==> config.mk <==
export PLATFORM = sky130hd
export DESIGN_NAME = mux_n_by_1_rr
export DESIGN_NICKNAME = d
export VERILOG_FILES = /design/src/rtl/mux_pkg.sv /design/src/rtl/rr_arbiter.sv /design/src/rtl/mux_n_by_1_rr.sv
export SDC_FILE = /design/constraint.sdc
export NUM_CORES = 1
export LEC_CHECK = 0
export CAP_MARGIN = 20
export CORE_MARGIN = 2
export CORE_UTILIZATION = 38
export CTS_BUF_LIST = sky130_fd_sc_hd__clkbuf_8
export CTS_CLUSTER_DIAMETER = 200
export CTS_CLUSTER_SIZE = 25
export DETAILED_ROUTE_END_ITERATION = 8
export GPL_TIMING_DRIVEN = 0
export PLACE_DENSITY = 0.95
export SLEW_MARGIN = 20
export SYNTH_ARGS = -nofsm -noshare
export SYNTH_HDL_FRONTEND = slang
export SYNTH_SLANG_ARGS = --single-unit
export TNS_END_PERCENT = 10
==> constraint.sdc <==
create_clock -name clk -period 5.1 [get_ports clk]
set_clock_uncertainty 0.15 [all_clocks]
set_input_delay 1.02 -clock clk [delete_from_list [all_inputs] [get_ports clk]]
set_output_delay 1.02 -clock clk [all_outputs]
set_load 0.005 [all_outputs]
==> src/rtl/mux_pkg.sv <==
// Shared helpers for the round-robin stream mux: channel-index width and grant vector type.
package mux_pkg;

    localparam int unsigned GRANT_OH_MAX = 64;

    typedef logic [GRANT_OH_MAX-1:0] grant_oh_t;

    // A single-channel index still needs one bit so port widths stay legal.
    function automatic int sel_w(input int n);
        return (n > 1) ? $clog2(n) : 1;
    endfunction

endpackage

==> src/rtl/rr_arbiter.sv <==
// Combinational round-robin arbiter: first request strictly after ptr, wrapping N_CH-1 -> 0.
module rr_arbiter
    import mux_pkg::*;
#(
    parameter  int N_CH  = 4,
    localparam int SEL_W = sel_w(N_CH)
) (
    input  logic [N_CH-1:0]  req,
    input  logic [SEL_W-1:0] ptr,
    output logic [SEL_W-1:0] grant,
    output logic             grant_vld
);

    logic [SEL_W-1:0] idx;

    // Scan from the farthest position back to the nearest so the closest request wins.
    always_comb begin
        grant     = '0;
        grant_vld = 1'b0;
        idx       = '0;
        for (int i = N_CH; i >= 1; i--) begin
            idx = SEL_W'((int'(ptr) + i) % N_CH);
            if (req[idx]) begin
                grant     = idx;
                grant_vld = 1'b1;
            end
        end
    end

endmodule

==> src/rtl/mux_n_by_1_rr.sv <==
// N-channel registered stream mux with round-robin arbitration and one output stage.
// Optional macro MUX_N_BY_1_RR_FORCE_SEL_EN adds force_en/force_sel to pin the grant.
module mux_n_by_1_rr
    import mux_pkg::*;
#(
    parameter  int N_CH   = 4,
    parameter  int DATA_W = 8,
    localparam int SEL_W  = sel_w(N_CH)
) (
    input  logic                   clk,
    input  logic                   rst,
`ifdef MUX_N_BY_1_RR_FORCE_SEL_EN
    input  logic                   force_en,
    input  logic [SEL_W-1:0]       force_sel,
`endif
    input  logic [N_CH*DATA_W-1:0] in_data,
    input  logic [N_CH-1:0]        in_valid,
    output logic [N_CH-1:0]        in_ready,
    output logic [DATA_W-1:0]      out_data,
    output logic                   out_valid,
    input  logic                   out_ready,
    output logic [SEL_W-1:0]       out_sel
);

    logic [DATA_W-1:0] out_data_q,  out_data_d;
    logic              out_valid_q, out_valid_d;
    logic [SEL_W-1:0]  out_sel_q,   out_sel_d;
    logic [SEL_W-1:0]  rr_ptr_q,    rr_ptr_d;

    logic [SEL_W-1:0]  rr_grant;
    logic              rr_grant_vld;
    logic [SEL_W-1:0]  grant;
    logic              grant_vld;
    logic              load_en;
    logic              accept;
    logic [DATA_W-1:0] sel_data;

    rr_arbiter #(.N_CH(N_CH)) u_arb (
        .req       (in_valid),
        .ptr       (rr_ptr_q),
        .grant     (rr_grant),
        .grant_vld (rr_grant_vld)
    );

`ifdef MUX_N_BY_1_RR_FORCE_SEL_EN
    // A forced index outside the channel range yields no grant at all.
    always_comb begin
        grant     = rr_grant;
        grant_vld = rr_grant_vld;
        if (force_en) begin
            grant     = force_sel;
            grant_vld = (int'(force_sel) < N_CH) && in_valid[force_sel];
        end
    end
`else
    always_comb begin
        grant     = rr_grant;
        grant_vld = rr_grant_vld;
    end
`endif

    assign load_en = !out_valid_q || out_ready;
    assign accept  = load_en && grant_vld;

    always_comb begin
        in_ready = '0;
        sel_data = '0;
        for (int c = 0; c < N_CH; c++) begin
            if (grant == SEL_W'(c)) begin
                in_ready[c] = accept;
                sel_data    = in_data[c*DATA_W +: DATA_W];
            end
        end
    end

    always_comb begin
        out_data_d  = out_data_q;
        out_valid_d = out_valid_q;
        out_sel_d   = out_sel_q;
        rr_ptr_d    = rr_ptr_q;
        if (accept) begin
            out_data_d  = sel_data;
            out_valid_d = 1'b1;
            out_sel_d   = grant;
            rr_ptr_d    = grant;
        end else if (load_en) begin
            out_valid_d = 1'b0;
        end
    end

    // Pointer resets to the last channel so the first search after reset starts at channel 0.
    always_ff @(posedge clk or posedge rst) begin
        if (rst) begin
            out_data_q  <= '0;
            out_valid_q <= 1'b0;
            out_sel_q   <= '0;
            rr_ptr_q    <= SEL_W'(N_CH - 1);
        end else begin
            out_data_q  <= out_data_d;
            out_valid_q <= out_valid_d;
            out_sel_q   <= out_sel_d;
            rr_ptr_q    <= rr_ptr_d;
        end
    end

    assign out_data  = out_data_q;
    assign out_valid = out_valid_q;
    assign out_sel   = out_sel_q;

endmodule
==> results of run 1 <==
==> cell families after synthesis <==
family                 Yosys count  synth area share, %
AO/OA/AOI/OAI                   15                 17.4
buffers and inverters            7                 5.04
flip-flops                      13                 40.0
multiplexers                    18                 22.1
AND/OR/NAND/NOR                 27                 15.4
==> registers in the layout, indices dropped and copies added, names as in the netlist <==
name and count:
out_data 8, rr_ptr_q 2, out_valid 1, out_sel 2
==> cell usage in the layout (no fill, tap or decap) <==
cell / netlist / routed
nand2_1: 12 / 12
buf_2: 3 / 3
buf_4: 1 / 1
o221ai_1: 8 / 8
o221ai_4: 1 / 1
clkbuf_8: 0 / 3
dfrtp_1: 11 / 11
a31oi_1: 1 / 1
nand3_1: 1 / 1
a21oi_1: 3 / 3
mux2i_1: 17 / 17
clkdlybuf4s50_1: 0 / 53
a21oi_2: 1 / 1
buf_6: 1 / 1
nor2b_1: 2 / 2
o41ai_2: 1 / 1
and2b_1: 1 / 1
nand2b_1: 5 / 5
nor2_1: 5 / 5
dfstp_2: 2 / 2
mux2_2: 1 / 1
or2_1: 1 / 1
inv_1: 2 / 3
==> worst reg2reg max path: stages, from the launching register on <==
cell      delay (ns)
dfstp_2         0.59
nand2b_1        0.14
a21oi_2         0.07
o221ai_4        0.27
buf_6           0.22
mux2i_1         0.27
o221ai_1        0.16
==> per-layer routing <==
layer / vias up / routed length, µm / share of wire (%) / track usage [%]
met4: 0 / 38 / 1.6 / 10.8
met3: 4 / 115 / 4.8 / 3.27
met5: - / 0 / 0 / 0
li1: 407 / - / - / -
met2: 34 / 1300 / 54 / 33.3
met1: 402 / 932 / 39 / 23.2
==> power breakdown <==
group | internal, µW | switching [µW]
registers | 130 | 16.5
clock network | 53.0 | 35.2
logic | 114 | 72.4
==> metrics by stage <==
stage	total power (µW)	hold WS, ns	setup WS, ns
after CTS	424	0.341	0.801
after detailed placement	334	0.328	0.804
after global routing	444	0.364	0.661
after global placement	326	0.317	0.829
after floorplan	233	0.321	2.01
final	421	0.340	0.778
==> worst max path at each step <==
stage	from	to	slack, ns
floorplan	in_valid[0]	in_ready[2]	2.01
global placement	in_valid[0]	in_ready[2]	0.83
detailed placement	in_valid[0]	in_ready[2]	0.80
CTS	in_valid[0]	in_ready[2]	0.80
global route	in_valid[0]	in_ready[2]	0.66
finish	in_valid[0]	in_ready[2]	0.78
==> final cells by class <==
class	count	share of cell area, %
buffer	5	2.36
clock buffer	3	2.89
clock inverter	1	0.263
inverter	2	0.525
multi-input combinational	60	31.5
sequential	13	22.9
tap	27	2.36
timing repair buffer	53	37.1
==> flow_summary.toml, run 1 <==
[synthesis]
synthFlopType = "dfrtp_1"
synth_seq_cells = 13
yosys.cell_types.count = 21
syn_avg_cell_area_um2 = 10.2
syn-instance-count = 80
synth_area_leaders = "dfrtp_1 34%, mux2i_1 21%, o221ai_1 8.5%"
yosysWarnings = 0
synth_common_cells = "17 x mux2i_1, 12 x nand2_1, 11 x dfrtp_1"
ys_seq_area_share_pct = 40.0
syn_nets = 119
synth_edf_count = 0
synth_top_area_cell = "dfrtp_1"
synth_top_area_share_pct = 33.6
synthArstFlopShare_pct = 100
synthesis.area_um2 = 820
synth_most_common_cell = "mux2i_1"

[final_layout]
layout-drive-gt1-share_pct = 10.2
utilization_pct = 71.4
finalInstanceArea_um2 = 1430
multi_input_area_um2 = 450
seq_area_um2 = 328
area_growth_pct = 74.4
final_nets = 177
fillers = 139
n_antenna_cell = 0
layoutNonFillerInstCount = 164

[setup_path]
crit_required_ns = 3.93
path_common_cell = "clkdlybuf4s50_1"
cp_max_fo = 10
critical_path_depth = 6
ff2ff_path_depth = 6
cp-end-kind = "output pin"
cpPeakStageDelay_ns = 0.64
r2r-end = "out_data[5]"
worstReg2RegStart = "rr_ptr_q[1]"
rrSetupSlack_ns = 3.10
crit_arrival_ns = 3.15
path_delay_family = "buffers and inverters"
crit_path_start_kind = "input port"
crit_type = "in -> out"
critPathBufInv = 3
crit_chain = "clkdlybuf4s50_1, o41ai_2, nand2b_1, buf_2, nor2_1, clkdlybuf4s50_1"
crit_path_top_delay_cell = "o41ai_2"

[place]
dpl.hpwl_mm = 1.85
placed_area_um2 = 1380
io_buffers = 53
place_congestion = 0.735
dp.cells = 160

[cts]
clkTransAtPathRegs_ns = 0.05
cts_tree = "yes"
cts_hold_buf = 0
cts.sinks = 13
clkLatencyLatePin_ns = 0.24
numCtsBuffers = 3
clockBufferDepth = 2
post_cts_buffers = 0
cts-root-buf = "clkbuf_8"
cts.repair.resized = 0
htreeDepth = 1

[sta]
rsz0062_at_grt = "false"
report.final.slew_viol_count = 0
setup_viol = 0
slew_headroom_pct = 61.8
fmax_mhz = 231
fin_crit_ns = 4.32
fin_tns_setup_ns = 0
post-route-period-util_pct = 84.7
final-hold-violation-count = 0
tightest_slew_ns = 0.567

[global_routing]
grt_pass1_vias = 842
grt_pass1_wl_mm = 3.71
track_usage_pct = 19.6
grt_antenna_before_repair = 0
gr-total-overflow = 0
grt_max_degree = 14

[run_status]
status = "finished, final reports clean"

[power_and_ir_drop]
p_leak_uw = 0.000614
power_density_nw_per_um2 = 295
vdd_drop_max_mv = 0.193

[floorplan]
die_w_um = 50.4
ios = 54
core_um2 = 2000
fp.dieH_um = 50.4
rows = 16
initial_utilization_pct = 40.9
die_area_um2 = 2540

[routing]
drc = 0
drt_iter0_markers = 7
routed_wl_mm = 2.38
ant_nets = 0
dr.pass1.iters = 4
wl_per_cell_um = 14.5
via_per_inst = 5.16
vias = 847

[flow_run]
drv_cap = 0

[hold_path]
hold_class = "reg -> reg"
holdPathStages = 2
hp-start = "out_data[4]"
hold_path_end = "out_data[4]"
Power figures use the tool's default switching activity.
==> inputs of run 2 (changes only) <==
- CORE_UTILIZATION: 38 -> 33
- PLACE_DENSITY: 0.95 -> 0.9
- clock period: 5.1 -> 3.94 ns (I/O delays scaled with it)
==> flow_summary.toml, run 2 (synthesized netlist as in run 1, its figures left out) <==
[run_status]
status = "finished, final reports clean"

[setup_path]
crit_required_ns = 3.00
worstReg2RegStart = "rr_ptr_q[1]"
crit_path_start_kind = "input port"
crit_arrival_ns = 2.82
crit_start = "in_valid[3]"
cp-end-kind = "output pin"
cp_max_fo = 10
crit_type = "in -> out"

[cts]
htreeDepth = 1
numCtsBuffers = 3
cts-root-buf = "clkbuf_8"
cts_hold_buf = 0
clkLatencyLatePin_ns = 0.23
clockBufferDepth = 2
cts_tree = "yes"
cts.sinks = 13
clkTransAtPathRegs_ns = 0.05

[place]
dp.cells = 163
io_buffers = 53
pre_cts_ws_ns = 0.115
placed_area_um2 = 1390
place_congestion = 0.693
dpl.hpwl_mm = 1.87

[global_routing]
grt_pass1_wl_mm = 3.46
gr-total-overflow = 0
track_usage_pct = 16.8
grt_pass1_vias = 820
grt_max_degree = 14
grt_antenna_before_repair = 0

[floorplan]
initial_utilization_pct = 34.0
core_um2 = 2410
ios = 54
fp.dieH_um = 53.8
rows = 18
die_area_um2 = 2900
die_w_um = 53.8

[hold_path]
hp-start = "out_data[7]"
hold_class = "reg -> reg"

[routing]
drc = 0
wl_per_cell_um = 13.5
vias = 838
dr.pass1.iters = 4
ant_nets = 0
routed_wl_mm = 2.25
via_per_inst = 5.02
drt_iter0_markers = 11

[sta]
final-hold-violation-count = 0
report.final.slew_viol_count = 0
fin_tns_setup_ns = 0
setup_viol = 0
post-route-period-util_pct = 95.5
fmax_mhz = 266
slew_headroom_pct = 68.2
tightest_slew_ns = 0.477
setup_slack_ns = 0.178
rsz0062_at_grt = "false"
fin_crit_ns = 3.76

[final_layout]
area_growth_pct = 76.5
finalInstanceArea_um2 = 1450
layout-drive-gt1-share_pct = 10.2
mostFrequentLayoutCells = "52 x clkdlybuf4s50_1, 17 x mux2i_1, 12 x nand2_1"
final_nets = 177
final_common_cell = "clkdlybuf4s50_1"
largest_reg_flops = 8
layoutNonFillerInstCount = 167
n_antenna_cell = 0

[power_and_ir_drop]
p_leak_uw = 0.000628
power_density_nw_per_um2 = 373
vdd_drop_max_mv = 0.250

[flow_run]
drv_cap = 0
-- run 2: per-stage QoR --
stage	total power, µW	util, %	hold WS (ns)
4_1_cts	546	59.4	0.349
5_1_grt	575	60.0	0.366
3_3_place_gp	423	57.6	0.320
6_report	540	60.0	0.347
3_5_place_dp	433	57.6	0.337
2_1_floorplan	302	-	0.321
-- run 2: path summary, 6_finish.rpt --
| check | end | slack (ns) | cells after the start |
|---|---|---|---|
| max | in_ready[1] | 0.18 | 7 |
| min | out_data[7] | 0.35 | 2 |
| max reg2reg | out_data[5] | 2.02 | 6 |
| min reg2reg | out_data[7] | 0.35 | 2 |
| max in group asynchronous | rr_ptr_q[1] | 2.57 | 2 |
| min in group asynchronous | out_data[6] | 0.72 | 2 |
-- run 2: critical path, stage by stage --
cell	delay [ns]
clkdlybuf4s50_1	0.61
and2b_1	0.20
a21oi_2	0.05
o221ai_4	0.26
buf_4	0.24
nor2b_1	0.15
clkdlybuf4s50_1	0.52
-- run 2: per-layer routing --
layer,vias up,GRT usage [%],share of wire (%)
met2,37,31.5,53
met5,-,0,0
met3,2,4.17,10
li1,404,-,-
met1,395,17.7,37
met4,0,6.41,0.40
-- run 2: cell type report --
class / count / area [µm²]
timing repair buffer: 53 / 533
fill: 213 / 963
clock inverter: 1 / 3.75
tap: 30 / 37.5
buffer: 5 / 33.8
multi-input combinational: 60 / 462
inverter: 2 / 7.51
clock buffer: 3 / 41.3
sequential: 13 / 328
-- run 2: where the power goes --
| part | internal (µW) | switching, µW | total, µW |
|---|---|---|---|
| clock | 68.4 | 42.3 | 111 |
| sequential | 169 | 22.5 | 191 |
| combinational | 147 | 90.4 | 238 |
| total | 385 | 155 | 540 |
-- run 2: what timing repair did --
item,in CTS,in global routing
gates resized for setup,0,2
setup endpoints to repair,0,1
setup buffers,0,0
